$ cat src/rtl/mines_pkg.sv
// Shared types and constants for the Thanos mine scheduler.
// Positions are signed fixed point with 6 fractional bits (x64).
package mines_pkg;

    localparam int FIXED_POINT_MULTIPLIER = 64;
    localparam int FP_SHIFT = 6;

    localparam int X_MIN    = 32;
    localparam int X_MAX    = 448;
    localparam int Y_START  = 32;
    localparam int Y_BOTTOM = 416;

    localparam int X_SPAN = X_MAX - X_MIN;

    typedef enum logic [2:0] {
        IDLE_ST,
        WAIT_ST,
        SPAWN_ST,
        UPDATE_ST,
        LIMITS_ST
    } sched_state_t;

    typedef struct packed {
        logic signed [31:0] x;
        logic signed [31:0] y;
    } slot_pos_t;

    // Offsets past the playfield span fold back by 256 px,
    // keeping every spawn inside [X_MIN, X_MAX].
    function automatic logic signed [31:0] spawn_x(
        input logic [15:0] lfsr
    );
        logic [8:0]         off;
        logic signed [31:0] px;
        off = lfsr[8:0];
        if (off > 9'(X_SPAN))
            off = off - 9'd256;
        px = 32'(X_MIN) + 32'(off);
        return px <<< FP_SHIFT;
    endfunction

    function automatic logic [10:0] to_pixels(
        input logic signed [31:0] v
    );
        return 11'(v >>> FP_SHIFT);
    endfunction

endpackage

$ cat src/rtl/mines_lfsr.sv
// 16-bit Fibonacci LFSR (taps 16,14,13,11), steps every clock.
// Ports: clk, resetN (async low), value (current register).
module mines_lfsr #(
    parameter logic [15:0] SEED = 16'hACE1
) (
    input  logic        clk,
    input  logic        resetN,
    output logic [15:0] value
);

    logic fb;

    assign fb = value[15] ^ value[13] ^ value[12] ^ value[10];

    always_ff @(posedge clk or negedge resetN) begin
        if (!resetN)
            value <= SEED;
        else
            value <= {value[14:0], fb};
    end

endmodule

$ cat src/rtl/thanos_mines_scheduler.sv
// Frame-driven mine pool: spawns, moves and retires mines through
// one shared update/limit datapath walked slot by slot each frame.
// Ports: clk, resetN, startOfFrame, enable, hitValid/hitSlot in;
// mineActive, topLeftX/Y (11 bits per slot), mineLanded, busy out.
module thanos_mines_scheduler
    import mines_pkg::*;
#(
    parameter int          NUM_MINES    = 4,
    parameter int          SPAWN_PERIOD = 60,
    parameter int          FALL_SPEED   = 64,
    parameter logic [15:0] LFSR_SEED    = 16'hACE1
) (
    input  logic                         clk,
    input  logic                         resetN,
    input  logic                         startOfFrame,
    input  logic                         enable,
    input  logic                         hitValid,
    input  logic [$clog2(NUM_MINES)-1:0] hitSlot,
    output logic [NUM_MINES-1:0]         mineActive,
    output logic [NUM_MINES*11-1:0]      topLeftX,
    output logic [NUM_MINES*11-1:0]      topLeftY,
    output logic                         mineLanded,
    output logic                         busy
);

    localparam int IDX_W = $clog2(NUM_MINES);
    localparam int CNT_W =
        (SPAWN_PERIOD > 1) ? $clog2(SPAWN_PERIOD) : 1;

    localparam logic signed [31:0] Y_START_FP =
        32'(Y_START * FIXED_POINT_MULTIPLIER);
    localparam logic signed [31:0] Y_BOTTOM_FP =
        32'(Y_BOTTOM * FIXED_POINT_MULTIPLIER);
    localparam logic signed [31:0] FALL_FP = 32'(FALL_SPEED);

    sched_state_t state;
    sched_state_t next_state;

    logic [IDX_W-1:0] idx;
    logic [CNT_W-1:0] spawnCnt;
    slot_pos_t        pos [NUM_MINES];
    logic [15:0]      lfsr;

    logic               spawn_due;
    logic               free_found;
    logic [IDX_W-1:0]   free_idx;
    logic signed [31:0] cur_y;
    logic signed [31:0] sum_y;
    logic               landing;
    logic               hit_here;
    logic               last_idx;

    mines_lfsr #(
        .SEED (LFSR_SEED)
    ) u_lfsr (
        .clk    (clk),
        .resetN (resetN),
        .value  (lfsr)
    );

    always_ff @(posedge clk or negedge resetN) begin
        if (!resetN)
            state <= IDLE_ST;
        else
            state <= next_state;
    end

    assign last_idx = (idx == IDX_W'(NUM_MINES - 1));

    always_comb begin
        next_state = state;
        case (state)
            IDLE_ST,
            WAIT_ST: begin
                if (startOfFrame && enable)
                    next_state = SPAWN_ST;
            end
            SPAWN_ST:  next_state = UPDATE_ST;
            UPDATE_ST: next_state = LIMITS_ST;
            LIMITS_ST: begin
                if (last_idx)
                    next_state = WAIT_ST;
                else
                    next_state = UPDATE_ST;
            end
            default:   next_state = IDLE_ST;
        endcase
    end

    assign busy = (state == SPAWN_ST)
               || (state == UPDATE_ST)
               || (state == LIMITS_ST);

    assign spawn_due = (spawnCnt == CNT_W'(SPAWN_PERIOD - 1));

    // Walk downward so the lowest free index wins.
    always_comb begin
        free_found = 1'b0;
        free_idx   = '0;
        for (int i = NUM_MINES - 1; i >= 0; i--) begin
            if (!mineActive[i]) begin
                free_found = 1'b1;
                free_idx   = IDX_W'(i);
            end
        end
    end

    // The single shared adder and comparator, steered by idx.
    assign cur_y    = pos[idx].y;
    assign sum_y    = cur_y + FALL_FP;
    assign landing  = mineActive[idx] && (cur_y > Y_BOTTOM_FP);
    assign hit_here = hitValid && (hitSlot == idx);

    always_ff @(posedge clk or negedge resetN) begin
        if (!resetN) begin
            mineActive <= '0;
            idx        <= '0;
            spawnCnt   <= '0;
            mineLanded <= 1'b0;
            for (int i = 0; i < NUM_MINES; i++)
                pos[i] <= '0;
        end else begin
            mineLanded <= 1'b0;
            case (state)
                SPAWN_ST: begin
                    idx <= '0;
                    if (spawn_due) begin
                        spawnCnt <= '0;
                        if (free_found) begin
                            mineActive[free_idx] <= 1'b1;
                            pos[free_idx].x <= spawn_x(lfsr);
                            pos[free_idx].y <= Y_START_FP;
                        end
                    end else begin
                        spawnCnt <= spawnCnt + CNT_W'(1);
                    end
                end
                UPDATE_ST: begin
                    if (mineActive[idx])
                        pos[idx].y <= sum_y;
                end
                LIMITS_ST: begin
                    if (landing) begin
                        mineActive[idx] <= 1'b0;
                        mineLanded      <= !hit_here;
                    end
                    if (!last_idx)
                        idx <= idx + IDX_W'(1);
                end
                default: ;
            endcase
            // Placed last so a hit overrides spawn and retire alike.
            if (hitValid)
                mineActive[hitSlot] <= 1'b0;
        end
    end

    for (genvar g = 0; g < NUM_MINES; g++) begin : g_out
        assign topLeftX[g*11 +: 11] = to_pixels(pos[g].x);
        assign topLeftY[g*11 +: 11] = to_pixels(pos[g].y);
    end

endmodule

$ cat config.mk
export PLATFORM = sky130hd
export DESIGN_NAME = thanos_mines_scheduler
export DESIGN_NICKNAME = d
export VERILOG_FILES = /design/src/rtl/mines_pkg.sv /design/src/rtl/mines_lfsr.sv /design/src/rtl/thanos_mines_scheduler.sv
export SDC_FILE = /design/constraint.sdc
export NUM_CORES = 1
export LEC_CHECK = 0
export ABC_CLOCK_PERIOD_IN_PS = 8100
export BUFFER_PORTS_ARGS = -buffer_cell sky130_fd_sc_hd__buf_2
export CELL_PAD_IN_SITES_DETAIL_PLACEMENT = 2
export CELL_PAD_IN_SITES_GLOBAL_PLACEMENT = 2
export CORE_MARGIN = 2
export CORE_UTILIZATION = 36
export CTS_CLUSTER_DIAMETER = 50
export DETAILED_ROUTE_END_ITERATION = 8
export MAX_ROUTING_LAYER = met4
export PLACE_DENSITY_LB_ADDON = 0.1
export SLEW_MARGIN = 20
export SYNTH_ARGS = -nofsm -noshare
export SYNTH_HDL_FRONTEND = slang
export SYNTH_SLANG_ARGS = --single-unit
$ cat constraint.sdc
create_clock -name clk -period 8.1 [get_ports clk]
set_clock_uncertainty 0.1 [all_clocks]
set_input_delay 0.405 -clock clk [delete_from_list [all_inputs] [get_ports clk]]
set_output_delay 0.405 -clock clk [all_outputs]
set_load 0.02 [all_outputs]
Word-level counts from Yosys, hierarchy flattened
Cells that the tools add are included.
- $add $sub $neg: 5
- order comparisons: 12
- equality and inequality tests: 12
- muxes and demuxes: 49
- bitwise gates (word level): 10
- reductions and logical operators: 17
- operator list (cell ; count):
    bitwise mux 256 bit ; 3
    2-to-1 mux 256 bit ; 3
    case mux 256 bit (2 select lines) ; 1
    demux 64 bit (select 2 bit) ; 3
    binary-select mux 64 bit (select 2 bit) ; 1
    2-to-1 mux 32 bit ; 4
    2-to-1 mux 64 bit ; 1
    2-to-1 mux 9 bit ; 4
    adder 32 x 8 -> 32 bit, second input constant ; 1
    greater-than comparator 32 x 16 -> 1 bit, second input constant ; 1
    2-to-1 mux 4 bit ; 4
    2-to-1 mux 2 bit ; 6
    case mux 3 bit (4 select lines) ; 1
    adder 6 x 9 -> 10 bit, first input constant ; 1
    2-to-1 mux 1 bit ; 10
    greater-than comparator 9 bit, second input constant ; 1
    < comparator 2 x 3 -> 1 bit, second input constant ; 3
    subtractor 9 bit, second input constant ; 1
    AND 4 bit ; 2
    logical AND 1 bit ; 8
    != test 2 bit, second input constant ; 4
    inverter 4 bit ; 2
    case mux 4 bit (2 select lines) ; 1
    adder 6 x 1 -> 6 bit, second input constant ; 1
    other kinds (26) ; 38
- register bits after elaboration: 288
- bits of input ports: 7
- output and inout bits: 94
- word-level logic and storage cells: 119

Logic depth before layout (Yosys ltp)
- depth after elaboration: 14
- gate-level depth with buffers: 12

Cells and area by module
Synthesis repeated with hierarchy kept, for this count alone.
- cell total of the unflattened synthesis: 915
- area, all modules: 9589.2 µm²
- by module, submodules not included (module ; instances ; cells each ; area an instance (µm²) ; seq. area each (µm²)):
    thanos_mines_scheduler ; 1 ; 896 ; 9152.5 ; 4604.4
    mines_lfsr ; 1 ; 19 ; 436.7 ; 410.4

Worst setup path before layout
Ideal clock, no wire load.
- kind: register -> register
- from: reg idx[0]
- to: reg pos, in the netlist topLeftY[24]
- setup time: 0.083 ns
- arrival: 2.543 ns
- required time: 7.917 ns
- slack: 5.375 ns
- cell stages (with the launch flop): 13
- clock period less this slack: 2.725 ns
- path through: dfrtp_1 > buf_6 > buf_8 > buf_6 > clkinv_1 > ha_1 > and3_1 > clkbuf_1 > and2_1 > a21oi_1 > clkbuf_1 > nand2_1 > o21ai_0
- word-level cells in the longest chain between the ends: 8
- elaborated cells between the ends (all ways): 17
- classes of those cells: add/sub: 1; order compare: 2; eq/ne: 1; mux: 10; bitwise: 1; reduce/logical: 2
- ends and longest elaborated chain (what ; RTL line ; text):
    start, declared ; thanos_mines_scheduler.sv:39 ; logic [IDX_W-1:0] idx;
    start signal, assigned ; thanos_mines_scheduler.sv:148 ; idx <= idx + IDX_W'(1);
    inverter 2 -> 3 bit (implied by the code) ; thanos_mines_scheduler.sv:109, thanos_mines_scheduler.sv:140 ;
    binary-select mux 64 bit (select 2 bit), or another cell as far along ; thanos_mines_scheduler.sv:109 ; assign cur_y = pos[idx].y;
    2-to-1 mux 32 bit (implied by the code) / logical AND 1 bit (equally long branches) ; thanos_mines_scheduler.sv:109, thanos_mines_scheduler.sv:140 ;
    2-to-1 mux 32 bit (on tied branches) ; thanos_mines_scheduler.sv:109, thanos_mines_scheduler.sv:140 ;
    adder 32 x 8 -> 32 bit / demux 64 bit (select 2 bit) (equally long branches) ; thanos_mines_scheduler.sv:110, thanos_mines_scheduler.sv:140 ;
    bitwise mux 256 bit ; thanos_mines_scheduler.sv:140 ; pos[idx].y <= sum_y;
    2-to-1 mux 256 bit ; thanos_mines_scheduler.sv:139 ; if (mineActive[idx])
    case mux 256 bit (2 select lines) ; thanos_mines_scheduler.sv:124 ; case (state)
    end, declared ; thanos_mines_scheduler.sv:41 ; slot_pos_t pos [NUM_MINES];
Parallel ways exist; a longest one is shown, timed or not. The select of a mux whose other input is x is not followed.
A chain may end at the register's enable or synchronous reset.

Worst setup path in the final report
- from: reg idx[0]
- to: reg pos, in the netlist topLeftY[32]
Same word-level chain as after synthesis.

==> flow_summary_export.csv <==
group,metric,value,unit
clocking,cts_tree,"yes",
floorplanning,io_pins,101,
floorplanning,die_width,169,um
worst_setup_path,cp.required,8280,ps
synthesis,syn_inst,952,
synthesis,synthMostInstantiatedCell,"dfrtp_1",
pwr,power_density,216,nW/um2
timing,grt_setup_unrepaired,"no",
routing,antenna_left,0,
routing,vias,7135,
timing,finalCritPeriodShare,0.432,
worst_setup_path,worstSetupPathType,"register to register",
clocking,h-tree-depth,4,
clocking,cts_root_buf,"clkbuf_16",
placed_design,dpl.hpwl,19500,um
floorplanning,coreArea,26800,um2
synthesis,synth_async_sr_flop_share,1.00,
timing,setup_tns,0,ps
clocking,cts_resized,0,
synthesis,synth_edf_count,0,
worst_setup_path,cp.arrival,3680,ps
synthesis,synth_ff_type,"dfrtp_1",
synthesis,netlist.area_leader.share,0.491,
clocking,cts_sinks,200,
worst_setup_path,slowest_delay,880,ps
run,cap_viol_max_count,0,
synthesis,ys_ff_latch,200,
worst_setup_path,critPathLaunchType,"register",
worst_setup_path,critical-path-top-delay-family,"flip-flops",
routing,viasPerCell,5.51,
floorplanning,die_h,169,um
clocking,ctsHoldBuffers,0,
grt,grt_use_total,0.224,
worst_setup_path,crit_fanout,23,
timing,setup_viol,0,
pwr,report.power.total,2270,uW
clocking,clock_path_buffers,2,
grt,grt_pass1_vias,7992,
floorplanning,start_util,0.365,
hold_path,hp-class,"input port to register",
routing,wire_per_inst,23.0,um
pwr,vdd_drop_max,0.124,mV
floorplanning,die_area,28500,um2
placed_design,port_buffers,96,
run_status,status,"completed",
placed_design,gp_congestion,0.755,
synthesis,yosys_warnings,0,
grt,grt_antenna_before_repair,0,
grt,grt_pass1_wl,47600,um
grt,met1_usage,0.285,
worst_setup_path,critPathCaptureType,"register",
worst_setup_path,slowest_stage,"dfrtp_2",
pwr,leakagePower,0.00486,uW
clocking,cts.reportedPaths.clkPinSlew,80,ps
routing,first_pass_iters,4,
timing,final.setup.worst_slack,4600,ps
grt,grt.met3_usage,0.0330,
routing,drt-initial-drc-count,395,
grt,grt-busiest-layer,"met2",
clocking,clk_latency,450,ps
timing,worst_slew_pin_slew,1010,ps
routing,drt_wl_total,29800,um
synthesis,yosysTopAreaCell,"dfrtp_1",
placed_design,post-place-ws,4520,ps
final_layout,drive_above_1_share,0.221,
synthesis,synth_area,9790,um2
final_layout,antenna_cells,0,
timing,fmax,286,MHz
timing,period_needed,3500,ps
synthesis,ys_types,56,
routing,drc,0,
floorplanning,rows,60,
grt,met2_usage,0.382,
synthesis,avgSynthCellArea,10.3,um2
grt,grt_max_degree,121,
timing,max-slew-margin-rel,0.325,
clocking,post_cts_buffers,0,
worst_setup_path,path_cells,"buf_4, mux4_2, ha_1, nand2_1, nor2_1, and3b_1, xnor2_1, o21ai_0",
timing,drv_slew,0,
clocking,cts_buffers,17,
worst_setup_path,cp_num_buf_inv,1,
synthesis,synth_area_leaders,"dfrtp_1 49%, mux4_2 7.6%, buf_4 6.7%",
final_layout,area_delta_synth_final,7.40,%
final_layout,layout.nets,958,
timing,hold_violations,0,
synthesis,synth-seq-area-share,0.512,
grt,overflow,0,
synthesis,yosys-top-cells-count,"192 x dfrtp_1, 175 x nand2_1, 121 x o21ai_0",
==> per-stage QoR <==
| step | util | hold WS (ps) | instances | instance area [um2] |
|---|---|---|---|---|
| floorplan | - | 9.41 | 955 | 9800 |
| global placement | 0.369 | 241 | 1262 | 9890 |
| detailed placement | 0.369 | 243 | 1262 | 9890 |
| CTS | 0.391 | 69.7 | 1294 | 10500 |
| global route | 0.392 | 146 | 1296 | 10500 |
| finish | 0.392 | 146 | 1296 | 10500 |
==> cell families after synthesis <==
family | Yosys count | share of synthesized area
simple gates | 333 | 0.163
buf+inv | 150 | 0.0960
mux | 49 | 0.0937
compound gates | 180 | 0.0970
xor+xnor | 30 | 0.0268
other cells | 1 | 0.000383
fa+ha+maj | 9 | 0.0115
flops | 200 | 0.512
==> report_power, final <==
group / leakage (uW) / internal (uW) / switching [uW] / total [uW]
logic: 0.00183 / 125 / 171 / 296
registers: 0.00275 / 1020 / 81.3 / 1100
clock network: 0.000282 / 438 / 430 / 868
total: 0.00486 / 1590 / 683 / 2270
==> cell usage in the layout, fill, tap and decap left out, types with 5 or more instances in the layout <==
master / instances
ha_1: 9
mux4_2: 33
inv_6: 7
mux2_2: 10
buf_2: 95
nand2_1: 171
dfrtp_1: 190
dfstp_2: 8
buf_4: 6
inv_1: 12
nand4_1: 11
and2_1: 9
o21ai_1: 19
mux2i_1: 5
a31oi_1: 6
nor2_1: 22
clkbuf_16: 17
nand2b_1: 5
nor3_1: 6
nor4_1: 6
xnor2_1: 13
and3_1: 8
nand3_1: 67
o21ai_0: 121
a21oi_1: 20
xor2_1: 17
==> worst reg2reg max path, delay by kind of cell (launching register included) <==
kind,cells,cell delay [ps]
flops,1,880
simple gates,3,440
xor+xnor,1,300
buf+inv,1,490
mux,1,660
compound gates,1,140
fa+ha+maj,1,320
==> cell type report <==
type | instances | area, um2
clock buffers | 17 | 425
fillers | 2802 | 16300
repair buffers | 105 | 583
well taps | 341 | 427
clock inverters | 15 | 155
inverters | 13 | 48.8
multi-input cells | 605 | 3860
flip-flops and latches | 200 | 5020
==> metal layers <==
metal	vias up	wire, um	part of all wire
li1	3175	-	-
met1	3829	13200	0.44
met2	111	15500	0.52
met3	20	802	0.027
met4	0	285	0.0095
met5	-	0	0
==> flip-flops by register name, summed over array words and instances (netlist names) <==
register,count
u_lfsr.value,16
spawnCnt,6
pos,84
topLeftY,44
idx,2
state,3
topLeftX,40
mineActive,4
mineLanded,1
==> worst paths after layout <==
| check | startpoint | endpoint | slack (ps) | depth (start not counted) |
|---|---|---|---|---|
| max | idx[0] | topLeftY[32] | 4600 | 8 |
| min | enable | state[1] | 150 | 3 |
| max reg2reg | idx[0] | topLeftY[32] | 4600 | 8 |
| min reg2reg | u_lfsr.value[14] | u_lfsr.value[15] | 260 | 0 |
| max in group asynchronous | resetN | pos[153] | 5930 | 4 |
| min in group asynchronous | resetN | topLeftX[11] | 380 | 2 |
Note: power is estimated with default switching activity, not from simulation.
